==> config.mk <==
export PLATFORM = sky130hd
export DESIGN_NAME = dl_rr_arb8
export DESIGN_NICKNAME = d
export VERILOG_FILES = /design/src/rtl/dl_arb_pkg.sv /design/src/rtl/dl_mux8.sv /design/src/rtl/dl_rr_arb8.sv
export SDC_FILE = /design/constraint.sdc
export NUM_CORES = 1
export LEC_CHECK = 0
export CAP_MARGIN = 0
export CORE_AREA = 2 2 122 124
export DETAILED_ROUTE_END_ITERATION = 8
export DIE_AREA = 0 0 124 126
export PLACE_DENSITY = 0.8
export REMOVE_ABC_BUFFERS = 1
export SETUP_SLACK_MARGIN = 0.15
export SLEW_MARGIN = 20
export SYNTH_ARGS = -nofsm -noshare
export SYNTH_HDL_FRONTEND = slang
export SYNTH_HIERARCHICAL = 1
export SYNTH_SLANG_ARGS = --single-unit
==> constraint.sdc <==
create_clock -name clk -period 14.4 [get_ports clk]
set_clock_uncertainty 0.2 [all_clocks]
set_input_delay 2.16 -clock clk [delete_from_list [all_inputs] [get_ports clk]]
set_output_delay 2.16 -clock clk [all_outputs]
set_load 0.005 [all_outputs]
==> src/rtl/dl_arb_pkg.sv <==
// Shared constants, grant type and round-robin search for the 8-way arbiter.
package dl_arb_pkg;

   localparam int unsigned NUM_REQ = 8;
   localparam int unsigned SRC_W   = 3;

   typedef struct packed {
      logic             vld;
      logic [SRC_W-1:0] idx;
   } grant_t;

   // First set bit of req, searching from ptr upward with wrap-around.
   function automatic grant_t rr_pick(input logic [NUM_REQ-1:0] req,
                                      input logic [SRC_W-1:0]   ptr);
      grant_t           g;
      logic [SRC_W-1:0] cand;
      g.vld = 1'b0;
      g.idx = '0;
      for (int unsigned k = 0; k < NUM_REQ; k++) begin
         cand = ptr + SRC_W'(k);
         if (!g.vld && req[cand]) begin
            g.vld = 1'b1;
            g.idx = cand;
         end
      end
      return g;
   endfunction

endpackage

==> src/rtl/dl_mux8.sv <==
// 8:1 message multiplexer over a packed bus of NUM_BITS-wide slots.
module dl_mux8
   import dl_arb_pkg::*;
#(
   parameter int unsigned NUM_BITS = 32
) (
   input  logic [NUM_REQ*NUM_BITS-1:0] in_msg,
   input  logic [SRC_W-1:0]            sel,
   output logic [NUM_BITS-1:0]         out_msg
);

   always_comb begin
      out_msg = '0;
      for (int unsigned i = 0; i < NUM_REQ; i++) begin
         if (sel == SRC_W'(i)) begin
            out_msg = in_msg[i*NUM_BITS +: NUM_BITS];
         end
      end
   end

endmodule

==> src/rtl/dl_rr_arb8.sv <==
// Round-robin arbiter of 8 valid/ready requesters into a single registered
// output stage; the priority pointer moves past each accepted requester.
module dl_rr_arb8
   import dl_arb_pkg::*;
#(
   parameter int unsigned NUM_BITS = 32
) (
   input  logic                        clk,
   input  logic                        rst_n,
   input  logic [NUM_REQ-1:0]          req_val,
   input  logic [NUM_REQ*NUM_BITS-1:0] req_msg,
   output logic [NUM_REQ-1:0]          req_rdy,
   output logic                        out_val,
   output logic [NUM_BITS-1:0]         out_msg,
   output logic [SRC_W-1:0]            out_src,
   input  logic                        out_rdy
);

   logic [SRC_W-1:0]    ptr_q,     ptr_d;
   logic                out_val_q, out_val_d;
   logic [NUM_BITS-1:0] out_msg_q, out_msg_d;
   logic [SRC_W-1:0]    out_src_q, out_src_d;

   logic                ld;
   grant_t              gnt;
   logic [NUM_BITS-1:0] sel_msg;

   assign ld  = !out_val_q || out_rdy;
   assign gnt = rr_pick(req_val, ptr_q);

   dl_mux8 #(
      .NUM_BITS (NUM_BITS)
   ) u_mux (
      .in_msg  (req_msg),
      .sel     (gnt.idx),
      .out_msg (sel_msg)
   );

   // rst_n gates req_rdy so nothing is accepted while reset is held.
   always_comb begin
      req_rdy = '0;
      if (rst_n && ld && gnt.vld) begin
         req_rdy = {{(NUM_REQ-1){1'b0}}, 1'b1} << gnt.idx;
      end
   end

   always_comb begin
      ptr_d     = ptr_q;
      out_val_d = out_val_q;
      out_msg_d = out_msg_q;
      out_src_d = out_src_q;
      if (ld) begin
         if (gnt.vld) begin
            out_val_d = 1'b1;
            out_msg_d = sel_msg;
            out_src_d = gnt.idx;
            ptr_d     = gnt.idx + SRC_W'(1);
         end else begin
            out_val_d = 1'b0;
         end
      end
   end

   always_ff @(posedge clk or negedge rst_n) begin
      if (!rst_n) begin
         ptr_q     <= '0;
         out_val_q <= 1'b0;
         out_msg_q <= '0;
         out_src_q <= '0;
      end else begin
         ptr_q     <= ptr_d;
         out_val_q <= out_val_d;
         out_msg_q <= out_msg_d;
         out_src_q <= out_src_d;
      end
   end

   assign out_val = out_val_q;
   assign out_msg = out_msg_q;
   assign out_src = out_src_q;

endmodule
==> out/metrics.cfg <==
[critical_path]
crit_chain=clkdlybuf4s50_1, mux4_2, mux2_2, and2b_1, nand3_1, o211a_1, o31ai_2, clkinv_2, ha_1, ha_1, and3_1, clkdlybuf4s50_1
endpoint_kind=output port
crit_type=input port to output port
cp_slowest_cell=mux4_2
worst-path-buf-inv=3
crit_arrival_ns=6.40
cp.required_ns=12.04
worst-path-max-fanout=37
cpPeakStageDelay_ns=0.57
startpoint_type=input port
crit_family=buffers and inverters
rrSetupSlack_ns=7.78

[synth]
yosysSeqAreaShare=0.182
synth_cell_types=62
avgSynthCellArea_um2=8.99
ys_async_sr_fraction=1.00
yosysTopAreaCellShare=0.182
yosysWarningCount=6
synth_top_area_cell=dfrtp_1
synth_area_um2=5370
synth-edff-count=0
netlist_top_cells_area=dfrtp_1, mux2i_1, mux2_4
synth_flop_cell=dfrtp_1
synth-seq-cells=39
postSynthCellCount=597

[detailed_routing]
drtPass1Iterations=5
wl_mm=21.4
drtIter0Drc=331
final_antenna_net_count=0
vias_per_cell=5.51
wl_per_cell_um=20.3
drc_errors=0
via_count=5817

[clocking]
post_cts_resize_count=0
cts_hold_buf=0
clk_pin_slew_worst_paths_ns=0.06
cts_made_buffers=5
worstSkewPairLatency_ns=0.29
numClockSinks=39
cts_tree=done
post-cts-setup-buffers=0
cts_buffer_depth=2
cts_root_buffer=clkbuf_16
htreeDepth=2

[sta]
min_period_ns=8.76
finalMaxSlewViolations=0
fin_hold_ws_ns=0.306
finalSetupViolations=0
slew_headroom=0.248
rsz0062_at_grt=no
hold_violations=0
tns_ns=0
clock.fmax_ghz=0.114
finalCritPeriodShare=0.609
worstMarginPinSlew_ns=1.13

[min_path]
hold_class=flip-flop to flip-flop

[floorplanning]
num_io_pins=311
die_x_um=124
row_count=44
die_y_um=126
fp.dieArea_um2=15600
start_util=0.375
core_region_area_um2=14300

[cells_and_area]
final_core_util=0.601
final_cell_area_um2=8600
syn_to_final_growth_pct=60.2
drive_gt1_frac=0.120
fillerInstances=1283
layout.nets=1138
layout_common_cells=clkdlybuf4s50_1, mux2i_1, nand2_1
layout_commonest_cell=clkdlybuf4s50_1

[placed_design]
dpl.hpwl_mm=16.0
gp_congestion=0.922
placed_area_um2=8400
portBuffers=310

[run_status]
status=finished, final reports clean

[run]
maxCapViolCount=0

[global_routing]
grt_overflow=0
use_met3=0.0770
grt_usage=0.265
grt_pass1_wl_mm=32.1
antenna_found_initial=7
use_met2=0.449
met1_usage=0.321
first_global_vias=5776
grt-busiest-layer=met2
grt_max_degree=77

-- worst paths after layout --
path,from,end,depth (start not counted)
worst min register to register,out_msg[14],out_msg[14],1
worst min-delay path,out_msg[14],out_msg[14],1
worst max-delay path,req_val[1],req_rdy[7],12
worst max register to register,ptr_q[1],out_msg[13],15
max in group asynchronous,rst_n,out_msg[20],2
min in group asynchronous,rst_n,out_msg[13],2
-- layout make-up --
| type | instances | area [um2] | share of cell area |
|---|---|---|---|
| Tap cell | 184 | 230 | 0.0268 |
| Antenna cell | 6 | 15.0 | 0.00175 |
| Timing Repair Buffer | 319 | 3170 | 0.368 |
| Inverter | 12 | 46.3 | 0.00538 |
| Multi-Input combinational cell | 487 | 3980 | 0.463 |
| Sequential cell | 39 | 976 | 0.113 |
| Clock buffer | 6 | 129 | 0.0150 |
| Clock inverter | 2 | 60.1 | 0.00698 |
-- cells by family (layout without fill, tap and decap cells) --
kind of cell    count (synthesis)  count (layout)  synth area share
other cells                     0               6                 0
mux                           127             127             0.294
buf+inv                        71             339            0.0781
simple gates                  156             156             0.140
compound gates                195             195             0.286
flops                          39              39             0.182
xor+xnor                        2               2           0.00326
fa+ha+maj                       7               7            0.0163
-- synthesized netlist by cell type, drive strengths merged (3+ instances only) --
library cell and n:
o21ai 21, ha 7, o211ai 13, nor2 22, nand2b 6, a22oi 26
buf 44, mux4 12, and2 4, clkbuf 15, nand3 7, nand2 74
or2 27, mux2i 76, a221oi 28, a21oi 55, nor2b 5, inv 12
nand4 3, o31a 27, o21a 3, dfrtp 39, mux2 39, o22ai 3
-- routing by layer --
layer / vias to the layer above / wire (um) / share of wire
met1: 2741 / 8640 / 0.40
met4: 2 / 578 / 0.027
met5: - / 13 / 0.00061
li1: 2803 / - / -
met3: 38 / 2000 / 0.093
met2: 233 / 10200 / 0.48
-- flip-flops by register name, indices dropped and copies added, names as in the netlist --
register,flops
out_msg,32
out_src,3
ptr_q,3
out_val,1
-- worst register-to-register path, cell delays in order (launching register included) --
cell and delay, ns:
dfrtp_1 0.72, inv_1 0.20, ha_1 0.69, mux2_2 0.46, mux4_2 0.54, o32a_4 0.36, o22ai_1 0.18, o32ai_1 0.12
o31ai_2 0.37, clkinv_2 0.50, buf_4 0.52, nor2b_4 0.99, a221oi_2 0.18, a21oi_1 0.17, o31a_1 0.20, mux2_2 0.17
-- stage by stage --
step	std cells	setup WS (ns)
2_1_floorplan	538	4.51
3_3_place_gp	1041	5.73
3_5_place_dp	1041	5.64
4_1_cts	1049	5.63
5_1_grt	1054	5.38
6_report	1055	5.64
Power is not shown: default switching activity piles up to over one toggle a cycle in this logic, so the estimate is an artifact.
